<file path="src/rtl/fdiv2_sched_if.sv">
// Handshake bundle between two requesters, the halving scheduler and one result consumer.
interface fdiv2_sched_if #(
   parameter int I_DATA = 16,
   parameter int CNT_W  = 4
);
   logic              req0_valid;
   logic              req0_ready;
   logic [I_DATA-1:0] req0_data;
   logic [CNT_W-1:0]  req0_shift;
   logic              req1_valid;
   logic              req1_ready;
   logic [I_DATA-1:0] req1_data;
   logic [CNT_W-1:0]  req1_shift;
   logic              out_valid;
   logic              out_ready;
   logic [I_DATA-1:0] out_data;
   logic              out_id;
   logic              busy;

   modport slave (
      input  req0_valid, req0_data, req0_shift,
      input  req1_valid, req1_data, req1_shift,
      input  out_ready,
      output req0_ready, req1_ready,
      output out_valid, out_data, out_id, busy
   );

   modport master (
      output req0_valid, req0_data, req0_shift,
      output req1_valid, req1_data, req1_shift,
      output out_ready,
      input  req0_ready, req1_ready,
      input  out_valid, out_data, out_id, busy
   );
endinterface

</file>
<file path="src/rtl/fdiv2.sv">
// One halving step of a {sign, exp, mnt} value: decrement the exponent, or shift the
// mantissa once the exponent is already zero. No Inf/NaN handling.
module fdiv2 #(
   parameter int I_EXP = 8,
   parameter int I_MNT = 7
) (
   input  logic [I_EXP+I_MNT:0] i_a,
   output logic [I_EXP+I_MNT:0] o_y
);
   logic [I_EXP-1:0] w_exp;

   assign w_exp = i_a[I_MNT +: I_EXP];

   // Exponent 1 decrements to 0 like any other, which leaves the mantissa untouched.
   always_comb begin
      o_y = i_a;
      if (w_exp == {I_EXP{1'b0}}) begin
         o_y[I_MNT-1:0] = {1'b0, i_a[I_MNT-1:1]};
      end else begin
         o_y[I_MNT +: I_EXP] = w_exp - I_EXP'(1);
      end
   end
endmodule

</file>
<file path="src/rtl/fdiv2_sched.sv">
// Two-requester round-robin scheduler that divides an operand by 2^k by stepping it
// k times through a single shared fdiv2 unit, then holds the result until consumed.
module fdiv2_sched #(
   parameter int I_EXP  = 8,
   parameter int I_MNT  = 7,
   parameter int I_DATA = I_EXP + I_MNT + 1,
   parameter int CNT_W  = 4
) (
   input  logic          clk,
   input  logic          rst_n,
   fdiv2_sched_if.slave  bus
);
   typedef enum logic [1:0] {
      ST_IDLE = 2'd0,
      ST_RUN  = 2'd1,
      ST_DONE = 2'd2
   } state_t;

   state_t            r_state;
   logic [I_DATA-1:0] r_data;
   logic [CNT_W-1:0]  r_cnt;
   logic              r_id;
   logic              r_last;
   logic              r_out_valid;
   logic [I_DATA-1:0] r_out_data;
   logic              r_out_id;
   logic              r_busy;

   logic              w_gnt0;
   logic              w_gnt1;
   logic [I_DATA-1:0] w_sel_data;
   logic [CNT_W-1:0]  w_sel_shift;
   logic [I_DATA-1:0] w_step;

   fdiv2 #(.I_EXP(I_EXP), .I_MNT(I_MNT)) u_fdiv2 (
      .i_a (r_data),
      .o_y (w_step)
   );

   // Grant decision; r_last names the requester served most recently, so contention favours the other.
   always_comb begin
      w_gnt0 = 1'b0;
      w_gnt1 = 1'b0;
      if (rst_n && (r_state == ST_IDLE)) begin
         if (bus.req0_valid && bus.req1_valid) begin
            w_gnt0 = r_last;
            w_gnt1 = ~r_last;
         end else begin
            w_gnt0 = bus.req0_valid;
            w_gnt1 = bus.req1_valid;
         end
      end else begin
         w_gnt0 = 1'b0;
         w_gnt1 = 1'b0;
      end
   end

   // Operand mux for the granted requester.
   always_comb begin
      w_sel_data  = bus.req0_data;
      w_sel_shift = bus.req0_shift;
      if (w_gnt1) begin
         w_sel_data  = bus.req1_data;
         w_sel_shift = bus.req1_shift;
      end else begin
         w_sel_data  = bus.req0_data;
         w_sel_shift = bus.req0_shift;
      end
   end

   // Scheduler FSM: accept in IDLE, step in RUN, hold the result in DONE.
   always_ff @(posedge clk or negedge rst_n) begin
      if (!rst_n) begin
         r_state     <= ST_IDLE;
         r_data      <= {I_DATA{1'b0}};
         r_cnt       <= {CNT_W{1'b0}};
         r_id        <= 1'b0;
         r_last      <= 1'b1;
         r_out_valid <= 1'b0;
         r_out_data  <= {I_DATA{1'b0}};
         r_out_id    <= 1'b0;
         r_busy      <= 1'b0;
      end else begin
         case (r_state)
            ST_IDLE: begin
               if (w_gnt0 || w_gnt1) begin
                  r_data <= w_sel_data;
                  r_cnt  <= w_sel_shift;
                  r_id   <= w_gnt1;
                  r_busy <= 1'b1;
                  if (w_sel_shift == {CNT_W{1'b0}}) begin
                     r_state     <= ST_DONE;
                     r_out_valid <= 1'b1;
                     r_out_data  <= w_sel_data;
                     r_out_id    <= w_gnt1;
                  end else begin
                     r_state <= ST_RUN;
                  end
               end else begin
                  r_state <= ST_IDLE;
               end
            end
            ST_RUN: begin
               r_data <= w_step;
               r_cnt  <= r_cnt - CNT_W'(1);
               if (r_cnt == CNT_W'(1)) begin
                  r_state     <= ST_DONE;
                  r_out_valid <= 1'b1;
                  r_out_data  <= w_step;
                  r_out_id    <= r_id;
               end else begin
                  r_state <= ST_RUN;
               end
            end
            ST_DONE: begin
               if (bus.out_ready) begin
                  r_state     <= ST_IDLE;
                  r_out_valid <= 1'b0;
                  r_busy      <= 1'b0;
                  r_last      <= r_out_id;
               end else begin
                  r_state <= ST_DONE;
               end
            end
            default: begin
               r_state     <= ST_IDLE;
               r_out_valid <= 1'b0;
               r_busy      <= 1'b0;
            end
         endcase
      end
   end

   assign bus.req0_ready = w_gnt0;
   assign bus.req1_ready = w_gnt1;
   assign bus.out_valid  = r_out_valid;
   assign bus.out_data   = r_out_data;
   assign bus.out_id     = r_out_id;
   assign bus.busy       = r_busy;
endmodule

</file>
<file path="src/flat_wrapper.sv">
// flat-port wrapper written by rule: the top's interface ports become plain ports
module fdiv2_sched_flat 
#(
   parameter int I_EXP  = 8,
   parameter int I_MNT  = 7,
   parameter int I_DATA = I_EXP + I_MNT + 1,
   parameter int CNT_W  = 4
)
  (clk, rst_n, bus_req0_valid, bus_req0_data, bus_req0_shift, bus_req1_valid, bus_req1_data, bus_req1_shift, bus_out_ready, bus_req0_ready, bus_req1_ready, bus_out_valid, bus_out_data, bus_out_id, bus_busy);
  fdiv2_sched_if #(.I_DATA(I_DATA), .CNT_W(CNT_W)) bus_i ();
  input  logic clk;
  input  logic rst_n;
  input wire logic [$bits(bus_i.req0_valid)-1:0] bus_req0_valid;
  input wire logic [$bits(bus_i.req0_data)-1:0] bus_req0_data;
  input wire logic [$bits(bus_i.req0_shift)-1:0] bus_req0_shift;
  input wire logic [$bits(bus_i.req1_valid)-1:0] bus_req1_valid;
  input wire logic [$bits(bus_i.req1_data)-1:0] bus_req1_data;
  input wire logic [$bits(bus_i.req1_shift)-1:0] bus_req1_shift;
  input wire logic [$bits(bus_i.out_ready)-1:0] bus_out_ready;
  output wire logic [$bits(bus_i.req0_ready)-1:0] bus_req0_ready;
  output wire logic [$bits(bus_i.req1_ready)-1:0] bus_req1_ready;
  output wire logic [$bits(bus_i.out_valid)-1:0] bus_out_valid;
  output wire logic [$bits(bus_i.out_data)-1:0] bus_out_data;
  output wire logic [$bits(bus_i.out_id)-1:0] bus_out_id;
  output wire logic [$bits(bus_i.busy)-1:0] bus_busy;
  assign bus_i.req0_valid = bus_req0_valid;
  assign bus_i.req0_data = bus_req0_data;
  assign bus_i.req0_shift = bus_req0_shift;
  assign bus_i.req1_valid = bus_req1_valid;
  assign bus_i.req1_data = bus_req1_data;
  assign bus_i.req1_shift = bus_req1_shift;
  assign bus_i.out_ready = bus_out_ready;
  assign bus_req0_ready = bus_i.req0_ready;
  assign bus_req1_ready = bus_i.req1_ready;
  assign bus_out_valid = bus_i.out_valid;
  assign bus_out_data = bus_i.out_data;
  assign bus_out_id = bus_i.out_id;
  assign bus_busy = bus_i.busy;
  fdiv2_sched #(.I_EXP(I_EXP), .I_MNT(I_MNT), .I_DATA(I_DATA), .CNT_W(CNT_W)) u_core (.clk(clk), .rst_n(rst_n), .bus(bus_i));
endmodule
</file>
<file path="config.mk">
export PLATFORM = sky130hd
export DESIGN_NAME = fdiv2_sched_flat
export DESIGN_NICKNAME = d
export VERILOG_FILES = /design/src/rtl/fdiv2_sched_if.sv /design/src/rtl/fdiv2.sv /design/src/rtl/fdiv2_sched.sv /design/src/flat_wrapper.sv
export SDC_FILE = /design/constraint.sdc
export NUM_CORES = 1
export LEC_CHECK = 0
export BUFFER_PORTS_ARGS = -buffer_cell sky130_fd_sc_hd__clkbuf_2
export CORE_MARGIN = 4
export CORE_UTILIZATION = 55
export CTS_BUF_LIST = sky130_fd_sc_hd__clkbuf_4
export CTS_CLUSTER_SIZE = 28
export DETAILED_ROUTE_END_ITERATION = 8
export PLACE_DENSITY = 0.83
export SLEW_MARGIN = 40
export SYNTH_ARGS = -nofsm -noshare
export SYNTH_HDL_FRONTEND = slang
export SYNTH_SLANG_ARGS = --single-unit
</file>
<file path="constraint.sdc">
create_clock -name clk -period 2.28 [get_ports clk]
set_input_delay 0.114 -clock clk [delete_from_list [all_inputs] [get_ports clk]]
set_output_delay 0.114 -clock clk [all_outputs]
set_load 0.02 [all_outputs]
</file>
==> results by group <==
Timing
  • Final setup violation count: 0
  • Fin. Hold Viols: 0
  • Fin Setup TNS: 0 ns
  • Unrepaired setup endpoints after global routing: false
  • Tcrit/Tclk final: 89.9%
  • Relative slew slack: 63.8%
  • Slew @ Worst Pin: 0.542 ns
  • Slew Limit Fails: 0
  • Peak Freq: 488 MHz
  • Period minus WS final: slightly above 2 ns
  • Clock Skews: 0.00599 ns

Floorplanning
  • Row count: 24
  • Boundary Pins: 66
  • Starting density of the core: 56.9%
  • Chip Width: 75.4 um
  • Die ar.: between 5000 and 6000 um2
  • DIE HEIGHT: roughly 75 um
  • Core box area: 4380 um2

Critical path
  • Req. time, crit path: 2.53 ns
  • WS Path Type: reg2reg
  • Cell-by-cell trace of the critical path: inv_1, ha_1, nor3b_1, nand2_1, buf_4, mux2i_1, mux2i_1, mux2_1
  • Crit-path max FO: 7
  • Worst EP arrival: 2.30 ns
  • Buf+Inv Stages, Crit Path: 2
  • CP startpoint kind: register
  • CP peak stage delay: 0.41 ns
  • Crit path max-delay family: multiplexers
  • CP Capture Type: register
  • Most used cell, CP: mux2i_1
  • Crit-path slowest cell: dfrtp_1

Layout
  • Share of layout cells above drive strength 1: 41.1%
  • # fillers: 345
  • Antenna cell count: 0
  • Area delta synth->final: 19.4%
  • Register Area: 1080 um2
  • Multi-input gate area: 1310 um2
  • Final core utilization: 68.0%
  • Nets: about 350

Logic synthesis
  • Post-Syn Nets: 270
  • Post-synthesis simple-gate area fraction: 9.22%
  • Register bit total from synthesis: 43
  • Synth Area in Adders: 2.01%
  • Post-synthesis async set-or-reset flop share: 100%
  • Post-synthesis compound-gate area fraction: 10.0%
  • Synth area leader: dfrtp_1
  • Register area share after synthesis: 43.2%
  • Top cells by area, synth: dfrtp_1, mux2i_1, mux2_2
  • Largest family of logic cells by synthesized area: multiplexers
  • Unique masters post-synth: 44
  • Primary FF master, synth: dfrtp_1
  • Synth Warn #: 0
  • Synthesized area: 2500 um2
  • XOR/XNOR Fraction of Synth Area: under 10%
  • Top cell type's share of synthesized area: 42.1%
  • Mux contribution to synthesized area: 29.9%
  • Mean Syn Cell Area: 11.3 um2
  • Syn Inst Count: 221
  • EDFF count, synth: 0

Detailed routing
  • Routed WL: 5.26 mm
  • Metal-1 WL: 2.49 mm
  • Routed WL per cell: 15.1 um
  • Via count: 1907
  • Highest routed layer: met4
  • Met3 Wirelength: approximately 300 um
  • DRT antenna net count: 0
  • DRC viols: 0
  • Initial DRC count: between 100 and 150
  • Wire length on met2: 2.39 mm
  • Initial DRT Pass Iterations: 4
  • Vias per cell: 5.46

Clocking
  • Clock Path Buffers: 2
  • Post-CTS sizing: 0
  • Root Driver: clkbuf_4
  • Sinks on Clock Net: 43
  • CTS Buf Count: 5
  • Clock Latency Late Sink: between 0.3 and 0.4 ns
  • TritonCTS clock tree: built
  • Worst-path clk slew: 0.12 ns
  • Htree depth: 2

Pwr
  • Combinational share of power: 53.6%
  • Leakage: 0.00157 uW
  • Clock Power Share: 8.9%
  • Peak VDD IR: 769 uV
  • Power per standard cell area: between 1000 and 1500 nW/um2
  • P_int: 2260 uW
  • Sequential share of power: 37.5%
  • Sw frac: between 40% and 50%
  • P_sw: 1620 uW

Placed design
  • Port-buffer cells: 65
  • HPWL after DPL: 4.02 mm
  • Gpl congestion: 0.819

Global routing
  • Grt ovf: 0
  • Vias in the first global route: around 1800
  • GR Util All Layers: 19.9%
  • Largest net degree at the start of global routing: 44
  • First-pass GRT wire length: between 8 and 9 mm
  • Initial antenna violation count: 0

Run status
  • Status: completed

Run
  • Number of max-cap violations: 0

Worst hold path
  • Hold/Removal Path Class: in2reg
## worst min-delay path, cell delays in order
cell and delay (ns):
clkbuf_2 0.07, mux2i_1 0.08, o2bb2ai_1 0.12
## metrics by stage
step	std cells	power (uW)	cell area, um2	hold slack, ns	setup WS, ns
global route	349	4200	2980	0.0977	0.0674
global placement	340	3470	2910	0.264	0.283
CTS	349	3910	2980	0.0679	0.228
finish	349	3880	2980	0.0736	0.231
detailed placement	340	3560	2910	0.261	0.259
floorplan	221	2950	2500	-0.182	0.376
## cell usage in the layout, fill, tap and decap left out, types with 4 or more instances in the layout
cell,instances
o22ai_1,5
nor2_1,8
ha_1,4
inv_1,9
mux2i_1,36
a21oi_1,9
mux2_2,23
buf_4,14
o21ai_0,8
mux2_4,7
clkbuf_2,65
nand2_1,14
clkbuf_4,5
dfrtp_1,42
## routing by layer
metal  up-vias  global-route usage [%]
met3         6                    4.35
met4         0                    7.57
li1        954                       -
met1       901                    27.3
met2        46                    30.9
met5         -                       0
## sequential cells by signal, indices dropped and copies added (netlist names)
register / flops
u_core.bus.busy: 1
u_core.bus.out_data: 16
u_core.bus.out_id: 1
u_core.bus.out_valid: 1
u_core.r_cnt: 4
u_core.r_data: 16
u_core.r_id: 1
u_core.r_last: 1
u_core.r_state: 2
## cell families (layout without fill, tap and decap cells)
family	count (synthesis)	after routing
AO/OA/AOI/OAI	39	39
XOR/XNOR	3	3
adder cells (fa/ha/maj)	4	4
buffers and inverters	21	97
flip-flops	43	43
multiplexers	68	68
AND/OR/NAND/NOR	43	43
## power by group through the flow
| stage | registers (uW) | clock network (uW) | logic (uW) |
|---|---|---|---|
| after global placement | 1450 | 0 | 2020 |
| after CTS | 1450 | 358 | 2100 |
| final | 1450 | 347 | 2080 |
| after global routing | 1500 | 386 | 2310 |
| after floorplan | 1580 | 0 | 1380 |
| after detailed placement | 1470 | 0 | 2090 |
## synthesized netlist by cell type (3+ instances only)
cell and number:
dfrtp_1 42, mux2i_1 36, mux2_2 23, nand2_1 14
a21oi_1 10, inv_1 9, nor2_1 8, o21ai_0 8
mux2_4 7, buf_2 5, o22ai_1 5, ha_1 4
nand2b_1 3, nand3_1 3, nor3_1 3, nor4_1 3
xnor2_1 3
## path summary, 6_finish.rpt
| path | slack [ns] | startpoint | end | depth (start not counted) |
|---|---|---|---|---|
| setup / recovery | 0.23 | u_core.r_data[7] | u_core.bus.out_data[1] | 8 |
| hold / removal | 0.07 | bus_req1_data[6] | u_core.r_data[6] | 3 |
| setup reg to reg | 0.23 | u_core.r_data[7] | u_core.bus.out_data[1] | 8 |
| hold reg to reg | 0.50 | u_core.r_id | u_core.r_id | 2 |
| max in group asynchronous | 1.51 | rst_n | u_core.r_data[6] | 3 |
| min in group asynchronous | 0.39 | rst_n | u_core.r_cnt[1] | 3 |
## cell type report
cell class / instances / share of cell area (%)
flip-flops and latches: 43 / 36.1
multi-input cells: 157 / 43.9
clock buffers: 5 / 1.26
repair buffers: 81 / 15.1
well taps: 52 / 2.18
clock inverters: 2 / 0.294
inverters: 9 / 1.13
## timing repair
item	in CTS	in global routing
hold endpoints to repair	43	0
setup buffers	0	0
hold buffers	2	0
Note: power is estimated with default switching activity, not from simulation.
